--- src/rtl/bw_io_cmos2_pad_ctl.sv ---
// Drive sequencer for one shared bidirectional CMOS2 sideband pad: round-robin
// ownership, bus turnaround, por_l gating and a glitch-filtered receive path.
module bw_io_cmos2_pad_ctl #(
  parameter int TA_CYC   = 2,
  parameter int FILT_CYC = 3
) (
  input  logic clk,
  input  logic rst,
  input  logic por_l,
  input  logic req0,
  input  logic req1,
  input  logic wdata0,
  input  logic wdata1,
  output logic gnt0,
  output logic gnt1,
  output logic pad_oe,
  output logic pad_data,
  input  logic pad_rx,
  output logic rx_data,
  output logic rx_chg,
  output logic busy
);

  typedef enum logic [1:0] {IDLE, DRIVE, TURN} state_t;

  localparam logic [3:0] TA_LOAD  = 4'(TA_CYC);
  localparam logic [3:0] FILT_LIM = 4'(FILT_CYC);

  state_t     state, state_nxt;
  logic       por_s1, por_ok;
  logic       last, last_nxt;
  logic [3:0] ta_cnt, ta_cnt_nxt;
  logic       gnt0_nxt, gnt1_nxt, pad_oe_nxt, pad_data_nxt, busy_nxt;
  logic       win, owner_req, owner_wdata;
  logic       rx_s1, rs;
  logic [3:0] filt_cnt;

  // On a tie the requester that did not own the pad last time wins.
  assign win         = (req0 && req1) ? ~last : req1;
  assign owner_req   = last ? req1 : req0;
  assign owner_wdata = last ? wdata1 : wdata0;

  always_ff @(posedge clk or posedge rst) begin
    if (rst) begin
      por_s1 <= 1'b0;
      por_ok <= 1'b0;
    end else begin
      por_s1 <= por_l;
      por_ok <= por_s1;
    end
  end

  always_comb begin
    state_nxt    = state;
    last_nxt     = last;
    ta_cnt_nxt   = ta_cnt;
    gnt0_nxt     = 1'b0;
    gnt1_nxt     = 1'b0;
    pad_oe_nxt   = 1'b0;
    pad_data_nxt = 1'b0;
    if (!por_ok) begin
      state_nxt  = IDLE;
      ta_cnt_nxt = 4'd0;
    end else begin
      case (state)
        IDLE: begin
          if (req0 || req1) begin
            state_nxt    = DRIVE;
            last_nxt     = win;
            gnt0_nxt     = ~win;
            gnt1_nxt     = win;
            pad_oe_nxt   = 1'b1;
            pad_data_nxt = win ? wdata1 : wdata0;
          end
        end
        DRIVE: begin
          if (owner_req) begin
            gnt0_nxt     = ~last;
            gnt1_nxt     = last;
            pad_oe_nxt   = 1'b1;
            pad_data_nxt = owner_wdata;
          end else begin
            state_nxt  = TURN;
            ta_cnt_nxt = TA_LOAD;
          end
        end
        TURN: begin
          if (ta_cnt <= 4'd1) begin
            state_nxt  = IDLE;
            ta_cnt_nxt = 4'd0;
          end else begin
            ta_cnt_nxt = ta_cnt - 4'd1;
          end
        end
        default: state_nxt = IDLE;
      endcase
    end
    busy_nxt = (state_nxt != IDLE);
  end

  always_ff @(posedge clk or posedge rst) begin
    if (rst) begin
      state    <= IDLE;
      last     <= 1'b1;
      ta_cnt   <= 4'd0;
      gnt0     <= 1'b0;
      gnt1     <= 1'b0;
      pad_oe   <= 1'b0;
      pad_data <= 1'b0;
      busy     <= 1'b0;
    end else begin
      state    <= state_nxt;
      last     <= last_nxt;
      ta_cnt   <= ta_cnt_nxt;
      gnt0     <= gnt0_nxt;
      gnt1     <= gnt1_nxt;
      pad_oe   <= pad_oe_nxt;
      pad_data <= pad_data_nxt;
      busy     <= busy_nxt;
    end
  end

  // A new receive level is accepted only after FILT_CYC consecutive differing samples.
  always_ff @(posedge clk or posedge rst) begin
    if (rst) begin
      rx_s1    <= 1'b0;
      rs       <= 1'b0;
      filt_cnt <= 4'd0;
      rx_data  <= 1'b0;
      rx_chg   <= 1'b0;
    end else begin
      rx_s1  <= pad_rx;
      rs     <= rx_s1;
      rx_chg <= 1'b0;
      if (rs != rx_data) begin
        if (filt_cnt + 4'd1 == FILT_LIM) begin
          rx_data  <= rs;
          rx_chg   <= 1'b1;
          filt_cnt <= 4'd0;
        end else begin
          filt_cnt <= filt_cnt + 4'd1;
        end
      end else begin
        filt_cnt <= 4'd0;
      end
    end
  end

endmodule

--- config.mk ---
export PLATFORM = sky130hd
export DESIGN_NAME = bw_io_cmos2_pad_ctl
export DESIGN_NICKNAME = d
export VERILOG_FILES = /design/src/rtl/bw_io_cmos2_pad_ctl.sv
export SDC_FILE = /design/constraint.sdc
export NUM_CORES = 1
export LEC_CHECK = 0
export CAP_MARGIN = 20
export CORE_MARGIN = 1.5
export CORE_UTILIZATION = 45
export DETAILED_ROUTE_END_ITERATION = 8
export PLACE_DENSITY = 0.73
export SYNTH_ARGS = -nofsm -noshare
export SYNTH_HDL_FRONTEND = slang
export SYNTH_SLANG_ARGS = --single-unit
export TNS_END_PERCENT = 20
--- constraint.sdc ---
create_clock -name clk -period 2.11 [get_ports clk]
set_input_delay 0.3165 -clock clk [delete_from_list [all_inputs] [get_ports clk]]
set_output_delay 0.3165 -clock clk [all_outputs]
set_load 0.02 [all_outputs]
# --- Word-level counts from Yosys, hierarchy flattened ---
# Index checks and enable logic that the tools add are counted.
totals:
  regBits: 22
  inputBits: 8
  out_inout_bits: 7
  elab_cells: 66
op_classes:
  n_addsub: 2
  order_cmp: 1
  eq_ne: 6
  n_mux: 33
  n_bitwise: 2
  reduce_logical: 7
ops:
  columns: ["operator", "n"]
  rows:
  - ["4-bit 2-to-1 mux", 5]
  - ["1-bit 2-to-1 mux", 18]
  - ["2-bit 2-to-1 mux", 4]
  - ["1-bit case mux with 2 select lines", 4]
  - ["4-bit case mux with 2 select lines", 1]
  - ["2-bit case mux with 3 select lines", 1]
  - ["4-bit by 1-bit adder with 4-bit output, second input constant", 1]
  - ["4-bit by 2-bit equality test with 1-bit output, second input constant", 1]
  - ["4-bit by 1-bit less-or-equal comparator with 1-bit output, second input constant", 1]
  - ["2-bit AND reduction", 2]
  - ["4-bit by 1-bit subtractor with 4-bit output, second input constant", 1]
  - ["3-bit by 1-bit != test with 1-bit output, second input constant", 1]
  - ["3-bit != test, second input constant", 1]
  - ["3-bit AND reduction", 1]
  - ["2-bit by 1-bit equality test with 1-bit output, second input constant", 1]
  - ["2-bit equality test, second input constant", 1]
  - ["2-bit zero test", 1]
  - ["1-bit NOT", 2]
  - ["2-bit nonzero test", 1]
  - ["1-bit logical AND", 1]
  - ["1-bit logical OR", 1]
  - ["1-bit != test", 1]

# --- Longest topological paths before layout ---
depth:
  ltp_word: 6
  depth_mapped: 5
  depth_no_buf: 5

# --- Worst setup path before layout ---
# OpenSTA, ideal clock, no wires.
synth_timing:
  kind: "reg-to-reg"
  startpoint: "register last"
  endpoint: "register ta_cnt[3]"
  setup_time_ns: 0.140
  t_arrival_ns: 1.193
  required_ns: 1.970
  slack_ns: 0.777
  path_stages_with_launch: 5
  n_path_buf: 1
  synth_period_minus_slack_ns: 1.333
  path_cell_list: "dfstp_2 buf_6 mux2_4 o211ai_1 a31oi_1"
synth_via:
  elab_chain_len: 3
synth_rtl:
  columns: ["element", "line", "text"]
  rows:
  - ["from (decl)", "31", "logic last, last_nxt;"]
  - ["from (signal assigned)", "113", "last <= last_nxt;"]
  - ["1-bit 2-to-1 mux", "40", "assign owner_req = last ? req1 : req0;"]
  - ["3-bit != test (no line)", null, null]
  - ["2-bit AND reduction (no line)", null, null]
  - ["to (signal assigned)", "114", "ta_cnt <= ta_cnt_nxt;"]
  - ["to (decl)", "32", "logic [3:0] ta_cnt, ta_cnt_nxt;"]
# No other way between the ends.
# A chain may end at the register's enable or synchronous reset.

# --- Final worst setup path ---
layout_timing:
  startpoint: "register rx_data"
  endpoint: "output port rx_data"
layout_rtl:
  columns: ["element", "line", "text"]
  rows:
  - ["from (decl)", "19", "output logic rx_data,"]
  - ["from (signal assigned)", "137", "rx_data <= rs;"]
# No word-level cell between the ends.

==> impl_results.md <==
- Worst slew slack as a fraction of its limit: between 60% and 70%
- Measured slew at the worst slew-check pin: 0.5213 ns
- Number of buffers inserted by port buffering: 14
- Share of cells above drive strength 1: under 10%
- # IOs: 15
- Cell count after synthesis: 106
- Largest regs: filt_cnt (4), ta_cnt (4), state (2)
- Starting DRC count in detailed routing: 11
- GRT Util Overall: approximately 17%
- Largest vdd supply drop: 0.0005275 V
- Critical path buffer and inverter count: 1
- Main synth FF type: sky130_fd_sc_hd__dfrtp_1
- Gates resized, CTS repair: 0
- Synthesis Warnings: 0
- Fraction of post-synthesis cell area in the top cell type by area: roughly 48%
- Crit path arrival time: 1.35 ns
- Non-Filler Instances: between 100 and 150
- Count of final hold-check violations: 0
- Portion of the post-synthesis area used by sequential elements: 50.23%
- Maximum level of the CTS H-tree: 1
- Unrepaired setup endpoints after global routing: no
- Antenna Nets Post-Route: 0
- Critical path capture point type: output pin
- Final-stage net count: 133
- Flops & latches, synth: 22
- Minimum clock period: about 1.7 ns
- Routed wirelength normalized by instance count: roughly 13 µm
- Max-slew violation count: 0
- Yosys cell types: 42
- Global-route wire length before repair: between 3000 and 4000 µm
- Pin count of the biggest net entering global routing: 16
- Min-delay worst type: in -> async
- Width of the die: ~52 µm
- Clock slew at reported path FFs: approximately 0.12 ns
- Insertion delay to the later sink of the worst-skew pair: 0.31 ns
- FP Rows: 17
- Final standard cell utilization of the core: 57.82%
- Max Freq: 0.6011 GHz
- Part of the cycle the worst path needs: roughly 79%
- Async set-or-reset flop fraction in the synthesized netlist: 100.0%
- Total Wirelength: 1854 µm
- Initial antenna violation count: 0
- Initial core utilization: 48.72%
- Run status: finished clean
- Vias after detailed routing: 818
- Quantity of hold-fixing buffers added after cts: 0
- Clock Sinks: 22
- Number of global-route vias before repair: 764
- Biggest fanout along the worst timing path: 3
- Worst hold slack after final layout: 0.3299 ns
- Cells along the critical path: clkdlybuf4s50_1
- Net Count, Synth: 118
- Clock tree from TritonCTS: done
- Cell with the biggest individual delay on the critical path: sky130_fd_sc_hd__clkdlybuf4s50_1
- ANT cells: 0
- Routed via count divided by cell count: 5.527
- Synthesized area: 1099 µm²
- Post-detailed-route DRC marker count: 0
- Overall power consumption: 1.194 mW
- Clock buffer count from CTS: 3
- HPWL reported at the end of detailed placement: 1338 µm
- EDFF count, synth: 0
- # setup viols final: 0
- Gp weighted congestion: ~0.7
- Final-layout setup total negative slack: 0 ns
- Setup bufs post-CTS: 0
- Vertical die dimension: 52.41 µm
- Total grt overflow: 0
- Leakage component of the power: 0.5762 nW
- Worst path required time: about 1.8 ns
- Growth of design area from synthesis to finish: 18.68%
- Clock tree skew after final layout: about 0.008 ns
- Root Buffer Master: sky130_fd_sc_hd__clkbuf_4
- Main area contributors after synthesis: sky130_fd_sc_hd__dfrtp_1 48%, sky130_fd_sc_hd__a21oi_1 4.6%, sky130_fd_sc_hd__ha_1 4.6%, sky130_fd_sc_hd__inv_1 3.1%, sky130_fd_sc_hd__dfstp_2 2.4%
- Avg Synthesized Cell Area: 10.36 µm²
- Number of detailed-route iterations in the first pass: 4
- CP startpoint kind: register
- Number of max-cap violations: 0
- Max Root-Sink Buffers: 2
- Setup Crit Path Kind: reg -> out
- Cell family with the largest share of critical-path delay: buffers and inverters
- Number of placed cells counting well taps: around 140
- Worst stage delay on the critical path: between 0.6 and 0.7 ns
- Pwr Density: 916.0 nW/µm²
- Core region area: 2255 µm²
- Post-synthesis cell type with the largest combined area: sky130_fd_sc_hd__dfrtp_1
- Total Die Area: 2747 µm²
-- cell type report --
type	count	area (µm²)
fillers	210	950.9
flip-flops and latches	22	551.8
multi-input cells	69	479.2
repair buffers	15	147.6
inverters	10	37.54
well taps	28	35.03
clock inverters	1	30.03
clock buffers	3	22.52
-- where the power goes --
part           switching [mW]  internal, mW
sequential             0.0768         0.488
clock                   0.124         0.192
combinational           0.161         0.152
total                   0.362         0.832
-- synthesized netlist by cell type (2+ instances only) --
cell type                  number
sky130_fd_sc_hd__nor3_1         3
sky130_fd_sc_hd__inv_1          9
sky130_fd_sc_hd__nor2b_1        2
sky130_fd_sc_hd__nor4_1         4
sky130_fd_sc_hd__nor2_1         4
sky130_fd_sc_hd__ha_1           4
sky130_fd_sc_hd__nand2b_1       3
sky130_fd_sc_hd__dfrtp_1       21
sky130_fd_sc_hd__xnor2_1        2
sky130_fd_sc_hd__a21oi_1       10
sky130_fd_sc_hd__o311ai_0       2
sky130_fd_sc_hd__buf_2          3
sky130_fd_sc_hd__and3_1         2
sky130_fd_sc_hd__o21ai_1        2
sky130_fd_sc_hd__o211ai_1       2
sky130_fd_sc_hd__nand2_1        6
sky130_fd_sc_hd__nand3_1        2
-- per-layer routing --
metal	part of all wire (%)	wire, µm	vias up	GRT usage (%)
met5	0	0	-	0
met4	2.5	47	0	10.26
met3	3.5	65	4	2.571
met2	47	872	16	26.25
met1	47	869	386	20.89
li1	-	-	412	-
-- cells by family (layout without fill, tap and decap cells) --
family,Yosys count,after routing,synth area share (%)
AO/OA/AOI/OAI,28,28,17.88
XOR/XNOR,3,3,2.392
adder cells (fa/ha/maj),4,4,4.556
buffers and inverters,15,29,6.149
flip-flops,22,22,50.23
multiplexers,2,2,2.278
AND/OR/NAND/NOR,32,32,16.51
-- path summary, 6_finish.rpt --
path / end / depth (start not counted) / slack (ns) / from
hold / removal: rx_chg$_DFF_PP0_ / 2 / 0.33 / rst
max in group asynchronous: ta_cnt[0]$_DFFE_PP0P_ / 3 / 1.26 / rst
setup / recovery: rx_data / 1 / 0.45 / rx_data$_DFFE_PP0P_
setup reg to reg: ta_cnt[0]$_DFFE_PP0P_ / 5 / 0.63 / ta_cnt[0]$_DFFE_PP0P_
hold reg to reg: rs$_DFF_PP0_ / 0 / 0.36 / rx_s1$_DFF_PP0_
min in group clk: rs$_DFF_PP0_ / 0 / 0.36 / rx_s1$_DFF_PP0_
-- through the flow --
stage	setup slack [ns]	instance area (µm²)
floorplan	0.7766	1099
global placement	0.5168	1251
detailed placement	0.4972	1251
CTS	0.4278	1304
global route	0.3972	1304
finish	0.4465	1304
-- cell usage in the layout (no fill, tap or decap), drive strengths merged, types with 4 or more instances in the layout --
cell,n
ha,4
nor2,4
nor4,4
nand2,6
inv,10
dfrtp,21
clkdlybuf4s50,14
a21oi,10
Note: power is estimated with default switching activity, not from simulation.
